**src/rtl/sonar_filter_pkg.sv**
```systemverilog
// Shared types and default constants for the sonar distance filter.
package sonar_filter_pkg;

  typedef enum logic {
    FILL,
    RUN
  } filter_state_e;

  localparam int unsigned DEF_DATA_WIDTH    = 16;
  localparam int unsigned DEF_WINDOW_LOG2   = 2;
  localparam int unsigned DEF_NEAR_THRESH   = 200;
  localparam int unsigned DEF_FAR_THRESH    = 300;
  localparam int unsigned DEF_DEBOUNCE      = 3;
  localparam int unsigned DEF_TIMEOUT_WIDTH = 23;

  // Wide enough to hold a full window of all-ones samples.
  function automatic int unsigned sum_width(input int unsigned data_width,
                                            input int unsigned window_log2);
    return data_width + window_log2;
  endfunction

endpackage

```
**src/rtl/window_delay_line.sv**
```systemverilog
// Shift register holding the most recent 2^DEPTH_LOG2 samples; exposes the oldest.
module window_delay_line #(
  parameter int unsigned DATA_WIDTH = 16,
  parameter int unsigned DEPTH_LOG2 = 2
) (
  input  logic                  clk,
  input  logic                  reset,
  input  logic                  push,
  input  logic                  clear,
  input  logic [DATA_WIDTH-1:0] data_in,
  output logic [DATA_WIDTH-1:0] oldest
);

  localparam int unsigned DEPTH = 1 << DEPTH_LOG2;

  logic [DATA_WIDTH-1:0] taps_q [DEPTH];
  logic [DATA_WIDTH-1:0] taps_d [DEPTH];

  // NOTE: every variable gets a default first so no path leaves it unassigned (no latch).
  always_comb begin
    taps_d = taps_q;
    if (clear) begin
      taps_d = '{default: '0};
    end else if (push) begin
      taps_d[0] = data_in;
      for (int i = 1; i < DEPTH; i++) begin
        taps_d[i] = taps_q[i-1];
      end
    end
  end

  // NOTE: this storage is reset on purpose: the running sum subtracts evicted
  // entries and relies on empty slots reading as zero while the window fills.
  always_ff @(posedge clk) begin
    if (reset) begin
      taps_q <= '{default: '0};
    end else begin
      taps_q <= taps_d;
    end
  end

  assign oldest = taps_q[DEPTH-1];

endmodule

```
**src/rtl/sonar_distance_filter.sv**
```systemverilog
// Moving-average filter for echo samples with debounced hysteretic presence
// detection and a stale-sensor watchdog that flushes the window.
module sonar_distance_filter
  import sonar_filter_pkg::*;
#(
  parameter int unsigned DATA_WIDTH    = DEF_DATA_WIDTH,
  parameter int unsigned WINDOW_LOG2   = DEF_WINDOW_LOG2,
  parameter int unsigned NEAR_THRESH   = DEF_NEAR_THRESH,
  parameter int unsigned FAR_THRESH    = DEF_FAR_THRESH,
  parameter int unsigned DEBOUNCE      = DEF_DEBOUNCE,
  parameter int unsigned TIMEOUT_WIDTH = DEF_TIMEOUT_WIDTH
) (
  input  logic                  clk,
  input  logic                  reset,
  input  logic [DATA_WIDTH-1:0] sample_in,
  input  logic                  sample_valid,
  output logic [DATA_WIDTH-1:0] avg_out,
  output logic                  avg_valid,
  output logic                  present,
  output logic                  stale
);

  localparam int unsigned SUM_W  = sum_width(DATA_WIDTH, WINDOW_LOG2);
  localparam int unsigned FILL_W = WINDOW_LOG2 + 1;
  localparam int unsigned CNT_W  = $clog2(DEBOUNCE + 1);

  localparam logic [FILL_W-1:0]        WINDOW_DEPTH = FILL_W'(1 << WINDOW_LOG2);
  localparam logic [CNT_W-1:0]         DEB_MAX      = CNT_W'(DEBOUNCE);
  localparam logic [DATA_WIDTH-1:0]    NEAR_T       = DATA_WIDTH'(NEAR_THRESH);
  localparam logic [DATA_WIDTH-1:0]    FAR_T        = DATA_WIDTH'(FAR_THRESH);
  localparam logic [TIMEOUT_WIDTH-1:0] WD_MAX       = '1;

  filter_state_e          state_q, state_d;
  logic [SUM_W-1:0]       sum_q, sum_d;
  logic [FILL_W-1:0]      fill_q, fill_d;
  logic [DATA_WIDTH-1:0]  avg_q, avg_d;
  logic                   avg_valid_q, avg_valid_d;
  logic [CNT_W-1:0]       near_q, near_d;
  logic [CNT_W-1:0]       far_q, far_d;
  logic                   present_q, present_d;
  logic [TIMEOUT_WIDTH-1:0] wd_q, wd_d;

  logic                   flush;
  logic [DATA_WIDTH-1:0]  oldest;
  logic [SUM_W-1:0]       sum_upd;
  logic [FILL_W-1:0]      fill_inc;

  window_delay_line #(
    .DATA_WIDTH (DATA_WIDTH),
    .DEPTH_LOG2 (WINDOW_LOG2)
  ) u_window (
    .clk     (clk),
    .reset   (reset),
    .push    (sample_valid),
    .clear   (flush),
    .data_in (sample_in),
    .oldest  (oldest)
  );

  // Watchdog; a sample on the would-saturate cycle wins, so flush never fires then.
  always_comb begin
    wd_d  = wd_q;
    flush = 1'b0;
    if (sample_valid) begin
      wd_d = '0;
    end else if (wd_q != WD_MAX) begin
      wd_d  = wd_q + TIMEOUT_WIDTH'(1);
      flush = (wd_q == WD_MAX - TIMEOUT_WIDTH'(1));
    end
  end

  // Empty slots read as zero during FILL, so one update formula serves both states.
  always_comb begin
    sum_upd     = sum_q + SUM_W'(sample_in) - SUM_W'(oldest);
    fill_inc    = fill_q + FILL_W'(1);
    state_d     = state_q;
    sum_d       = sum_q;
    fill_d      = fill_q;
    avg_d       = avg_q;
    avg_valid_d = 1'b0;
    if (flush) begin
      state_d = FILL;
      sum_d   = '0;
      fill_d  = '0;
    end else if (sample_valid) begin
      sum_d = sum_upd;
      unique case (state_q)
        FILL: begin
          fill_d = fill_inc;
          if (fill_inc == WINDOW_DEPTH) begin
            state_d     = RUN;
            avg_valid_d = 1'b1;
            avg_d       = sum_upd[SUM_W-1:WINDOW_LOG2];
          end
        end
        RUN: begin
          avg_valid_d = 1'b1;
          avg_d       = sum_upd[SUM_W-1:WINDOW_LOG2];
        end
      endcase
    end
  end

  // Presence reacts to the registered average, one cycle after avg_valid.
  always_comb begin
    near_d    = near_q;
    far_d     = far_q;
    present_d = present_q;
    if (flush) begin
      near_d    = '0;
      far_d     = '0;
      present_d = 1'b0;
    end else if (avg_valid_q) begin
      if (avg_q < NEAR_T) begin
        far_d  = '0;
        near_d = (near_q == DEB_MAX) ? near_q : near_q + CNT_W'(1);
        if (near_d == DEB_MAX) present_d = 1'b1;
      end else if (avg_q > FAR_T) begin
        near_d = '0;
        far_d  = (far_q == DEB_MAX) ? far_q : far_q + CNT_W'(1);
        if (far_d == DEB_MAX) present_d = 1'b0;
      end else begin
        near_d = '0;
        far_d  = '0;
      end
    end
  end

  // NOTE: sequential state uses non-blocking assignments only; combinational
  // blocks above use blocking ones.
  always_ff @(posedge clk) begin
    if (reset) begin
      state_q     <= FILL;
      sum_q       <= '0;
      fill_q      <= '0;
      avg_q       <= '0;
      avg_valid_q <= 1'b0;
      near_q      <= '0;
      far_q       <= '0;
      present_q   <= 1'b0;
      wd_q        <= '0;
    end else begin
      state_q     <= state_d;
      sum_q       <= sum_d;
      fill_q      <= fill_d;
      avg_q       <= avg_d;
      avg_valid_q <= avg_valid_d;
      near_q      <= near_d;
      far_q       <= far_d;
      present_q   <= present_d;
      wd_q        <= wd_d;
    end
  end

  assign avg_out   = avg_q;
  assign avg_valid = avg_valid_q;
  assign present   = present_q;
  assign stale     = (wd_q == WD_MAX);

endmodule
```
**config.mk**
```make
export PLATFORM = sky130hd
export DESIGN_NAME = sonar_distance_filter
export DESIGN_NICKNAME = d
export VERILOG_FILES = /design/src/rtl/sonar_filter_pkg.sv /design/src/rtl/window_delay_line.sv /design/src/rtl/sonar_distance_filter.sv
export SDC_FILE = /design/constraint.sdc
export NUM_CORES = 1
export LEC_CHECK = 0
export CORE_MARGIN = 1
export CORE_UTILIZATION = 48
export CTS_BUF_LIST = sky130_fd_sc_hd__clkbuf_8 sky130_fd_sc_hd__clkbuf_16
export CTS_CLUSTER_DIAMETER = 150
export DETAILED_ROUTE_END_ITERATION = 8
export GPL_ROUTABILITY_DRIVEN = 1
export PLACE_DENSITY_LB_ADDON = 0.08
export SLEW_MARGIN = 20
export SYNTH_ARGS = -nofsm -noshare
export SYNTH_HDL_FRONTEND = slang
export SYNTH_SLANG_ARGS = --single-unit
```
**constraint.sdc**
```tcl
create_clock -name clk -period 3.5 [get_ports clk]
set_input_delay 0.875 -clock clk [delete_from_list [all_inputs] [get_ports clk]]
set_output_delay 0.875 -clock clk [all_outputs]
set_load 0.005 [all_outputs]
```
==> Word-level counts from Yosys, hierarchy flattened <==
Cells that the tools add are included.
{ "classes": {"n_reduce_logical": 8, "n_eq_ne": 10, "n_bitwise": 3, "magnitude_cmp": 2, "mux": 16, "addsub": 6} }
{ "op_table": {"columns": ["op", "n"], "rows": [
  ["equality test 23 bit, second input constant", 2],
  ["case mux 16 bit (2 select lines)", 1],
  ["adder 23 x 1 -> 23 bit, second input constant", 1],
  ["inequality test 23 bit, second input constant", 1],
  ["adder 18 x 16 -> 18 bit", 1],
  ["subtractor 18 x 16 -> 18 bit", 1],
  ["> comparator 16 x 9 -> 1 bit, second input constant", 1],
  ["less-than comparator 16 x 8 -> 1 bit, second input constant", 1],
  ["2-to-1 mux 16 bit", 1],
  ["2-to-1 mux 2 bit", 5],
  ["equality test 2 bit, second input constant", 4],
  ["2-to-1 mux 1 bit", 8],
  ["adder 2 x 1 -> 2 bit, second input constant", 2],
  ["AND reduction 4 bit", 1],
  ["nonzero test 2 bit", 2],
  ["OR reduction 2 bit", 2],
  ["adder 3 x 1 -> 3 bit, second input constant", 1],
  ["equality test 3 bit, second input constant", 1],
  ["inverter 1 bit", 3],
  ["AND reduction 3 bit", 1],
  ["OR reduction 3 bit", 1],
  ["inequality test 2 x 1 -> 1 bit, second input constant", 1],
  ["inequality test 2 bit, second input constant", 1],
  ["case mux 1 bit (2 select lines)", 1],
  ["AND reduction 2 bit", 1]
]} }
{ "word_totals": {"ff_bits": 131, "input_bits": 19} }

==> Logic depth before layout (Yosys ltp) <==
{ "depth": {"ltp_word": 6, "ltp_mapped": 13, "ltp_nobuf": 13} }

==> By module <==
Synthesis repeated with hierarchy kept, for this count alone.
{ "unflattened": {"hier_cells": 755, "hier_area_um2": 6742.7} }
{ "by_module_without_submodules": {"columns": ["module", "n_inst", "seq_area_each_um2", "cells_per_inst", "area_each_um2"], "rows": [
  ["sonar_distance_filter", 1, 1341.3, 532, 4274.1],
  ["window_delay_line", 1, 1281.2, 223, 2468.6]
]} }

==> Worst setup path after synthesis <==
Ideal clock, no wire load.
{ "synth_timing": {"path_kind": "input to register", "from": "input sample_in[1]", "to": "register avg_q[12], in the netlist avg_out[12]", "slack_ns": 0.324, "cell_stages": 10, "t_arrival_ns": 3.057, "n_path_buf": 0, "path_cell_list": "inv_1 fa_1 fa_1 nor2b_1 o21a_1 o21ai_1 a211o_1 a21oi_1 nor4b_1 a211o_1"} }
{ "synth_between": {"elab_chain_cells": 4} }
{ "synth_lines": {"columns": ["item", "line", "source"], "rows": [
  ["start, declared", "sonar_distance_filter.sv:15", "input logic [DATA_WIDTH-1:0] sample_in,"],
  ["adder 18 x 16 -> 18 bit (*)", "sonar_distance_filter.sv:74", "sum_upd = sum_q + SUM_W'(sample_in) - SUM_W'(oldest);"],
  ["subtractor 18 x 16 -> 18 bit (*)", "sonar_distance_filter.sv:74", null],
  ["2-to-1 mux 16 bit", "sonar_distance_filter.sv:90", "if (fill_inc == WINDOW_DEPTH) begin"],
  ["case mux 16 bit (2 select lines) (*)", "sonar_distance_filter.sv:87", "unique case (state_q)"],
  ["end signal, assigned", "sonar_distance_filter.sv:146", "avg_q <= avg_d;"],
  ["end, declared", "sonar_distance_filter.sv:36", "logic [DATA_WIDTH-1:0] avg_q, avg_d;"]
]} }
Every way passes the cells marked *; elsewhere a longest branch is shown, timed or not. The select of a mux whose other input is x is not followed.
A chain may end at the register's enable or synchronous reset.

==> Worst setup path after layout <==
{ "layout_timing": {"from": "input sample_in[6]", "to": "register sum_q[15]"} }
{ "layout_between": {"elab_chain_cells": 2} }
{ "layout_lines": {"columns": ["item", "line", "source"], "rows": [
  ["adder 18 x 16 -> 18 bit", "sonar_distance_filter.sv:74", null],
  ["subtractor 18 x 16 -> 18 bit", "sonar_distance_filter.sv:74", null],
  ["end signal, assigned", "sonar_distance_filter.sv:144", "sum_q <= sum_d;"],
  ["end, declared", "sonar_distance_filter.sv:34", "logic [SUM_W-1:0] sum_q, sum_d;"]
]} }
No other way between the ends.

==> flow_summary.yaml <==
power:
  power.total_mw: 5.53
  irDropWorstVdd_v: 0.000380
  p_leak_nw: 3.55
  power_density_nw_per_um2: 688
sta:
  fin_ws_ns: 0.147
  fin_crit_ns: 3.35
  hold_viol: 0
  setup_viol: 0
  fin_skew_ns: 0.00587
  worstMarginPinSlew_ns: 0.540
  tns_ns: 0
  max_freq_ghz: 0.298
  fin_crit_sh_pct: 95.8
  slew_headroom_pct: 64.0
  finalMaxSlewViolations: 0
clock_tree:
  htree_num_levels: 4
  cts_root_buf: "clkbuf_16"
  clk_latency_ns: 0.42
  cts_max_path_buffers: 2
  cts_tree: "built"
  cts_buffers: 17
  clock_sinks: 131
  path_clk_slew_ns: 0.06
synth:
  syn_area_um2: 6520
  synth_top_flop_cell: "dfxtp_1"
  synth_compound_area_share_pct: 10.4
  synth_cell_type_count: 59
  syn_area_per_cell_um2: 8.97
  synth_xor_area_share_pct: 4.30
  synth_top_family_by_area: "simple AND/OR/NAND/NOR gates"
  synth_seq_cells: 131
  synthMuxAreaShare_pct: 11.8
  async_flop_share_pct: 0
  yosys_warnings: 0
  syn-num-nets: 784
  synth_cells: 727
  yosys.area_share.adder_pct: 9.13
  ys_seq_area_share_pct: 40.2
  synth_edf_count: 0
  synthSimpleGateAreaFrac_pct: 17.3
detailed_routing:
  via_count: 5049
  routedWlPerCell_um: 13.3
  detail_route.wirelength_mm: 13.2
  initialDrtViolationCount: 252
  drt-pass1-iter-count: 4
  postRouteAntennaNets: 0
  drcViolationCount: 0
  viasPerCell: 5.09
final_layout:
  final_util_pct: 60.7
  multi_input_area_um2: 3510
  seq_area_um2: 2620
  final_nets: 860
  design_area_um2: 8040
  n_fill_cell: 1188
  drive_gt1_share_pct: 13.6
  diodes: 0
  area_growth_pct: 23.2
global_routing:
  grt_usage_pct: 20.5
  grt_pass1_vias: 5166
  grt_max_degree: 42
  grt_pass1_wl_mm: 23.3
  antenna_found_initial: 0
  grt_overflow: 0
critical_path:
  r2r_cells: 11
  end_kind: "register"
  critPathKind: "in -> reg"
  cp.arrival_ns: 3.64
  crit_fanout: 3
  critPathLaunchType: "primary input"
  required_ns: 3.78
  r2r_slack_ns: 0.70
status:
  outcome: "completed"
floorplanning:
  io_pins: 38
  die_area_um2: 14100
  die_h_um: 119
  start_util_pct: 49.3
  core_area_um2: 13200
  rows: 42
  die_w_um: 119
run:
  max_cap_viol_count: 0
placement:
  post_dp_cell_area_um2: 7350
  place_hpwl_mm: 9.54
  preCtsSetupSlack_ns: -0.378
  numPortBuffers: 37
  gp_congestion: 0.880
min_path:
  hold_depth: 2
  hold_path.class: "reg -> reg"
[stage by stage]
| stage | hold WS [ns] | instances |
|---|---|---|
| after floorplan | 0.455 | 727 |
| after global placement | 0.467 | 958 |
| after detailed placement | 0.472 | 958 |
| after CTS | 0.479 | 990 |
| after global routing | 0.506 | 992 |
| final | 0.476 | 992 |
[cells by family after synthesis]
logic type      Yosys count
mux                      77
fa+ha+maj                38
xor+xnor                 32
buf+inv                 106
flops                   131
simple gates            236
compound gates          107
[sequential cells by signal, summed over array words and instances, names as in the netlist, 2 cells and up]
name             count
far_q                2
sum_q               18
avg_out             16
fill_q               3
u_window.oldest     16
near_q               2
wd_q                23
u_window.taps_q     48
[layout make-up]
type | count | area share, %
sequential | 131 | 32.6
multi-input combinational | 490 | 43.6
clock inverter | 11 | 1.68
clock buffer | 21 | 5.98
inverter | 72 | 3.36
timing repair buffer | 91 | 9.96
tap | 176 | 2.74
[worst max-delay path, cell delays in order]
cell and delay, ns:
clkdlybuf4s50_1 0.48, inv_1 0.07, fa_1 0.53, inv_1 0.05, ha_1 0.30, a211o_1 0.28, o211ai_1 0.28, nand3_1 0.17
o31ai_2 0.26, xor2_1 0.24, a211oi_1 0.10
[repair_timing]
item | 4_1_cts | 5_1_grt
hold buffers | 0 | 0
buffers inserted | 0 | 2
resized for setup | 0 | 16
endpoints found under the setup margin | 0 | 19
[worst paths after layout]
| path | startpoint | to |
|---|---|---|
| worst max-delay path | sample_in[6] | sum_q[15] |
| worst min-delay path | avg_out[9] | avg_out[9] |
| worst max register to register | sum_q[1] | sum_q[15] |
| worst min register to register | avg_out[9] | avg_out[9] |
[power by group]
part           internal (mW)  total (mW)  switching [mW]
combinational          0.992        2.06            1.07
clock                   1.18        1.81           0.629
sequential              1.59        1.65          0.0592
total                   3.77        5.53            1.76
[Yosys cell counts (5+ instances only)]
master      n  area (um^2)
nand3_1    12         60.1
a21o_1      6         45.0
nor3_1      9         45.0
o21ai_0    21          105
clkbuf_1   15         56.3
o31ai_1     5         37.5
nand2b_1    9         56.3
dfxtp_1   131         2620
a211oi_1   11         82.6
xnor2_1    15          131
a31oi_1     5         31.3
buf_4      10         75.1
nor2_1    121          454
and2_1      5         31.3
nand4_1     5         31.3
a21oi_1    35          175
nand2_1    38          143
or3_1       5         31.3
xor2_1     17          149
ha_1       22          275
inv_1      72          270
mux2i_1    77          771
fa_1       16          320
[placed cells by master (no fill, tap or decap), types with 3 or more instances in the layout]
cell / instances
dfxtp_1: 131
nor2_1: 120
mux2i_1: 77
inv_1: 73
buf_4: 53
nand2_1: 38
clkdlybuf4s50_1: 35
a21oi_1: 34
ha_1: 20
o21ai_0: 17
xor2_1: 17
clkbuf_16: 17
xnor2_1: 15
fa_1: 15
nand3_1: 12
a211oi_1: 10
nand2b_1: 9
nor3_1: 9
nand4_1: 5
and2_1: 5
a21o_1: 5
o21ai_1: 5
o31ai_1: 5
a31oi_1: 5
or3_1: 5
nor2b_1: 4
a211o_1: 4
and3_1: 4
nor3b_1: 4
clkbuf_8: 4
o21bai_1: 3
bufinv_16: 3
[per-layer routing]
| metal | wire [um] | global-route usage [%] |
|---|---|---|
| met1 | 6080 | 23.8 |
| met2 | 6460 | 36.2 |
| met3 | 337 | 4.05 |
| met4 | 326 | 9.49 |
| met5 | 0 | 0 |
Power figures use the tool's default switching activity.
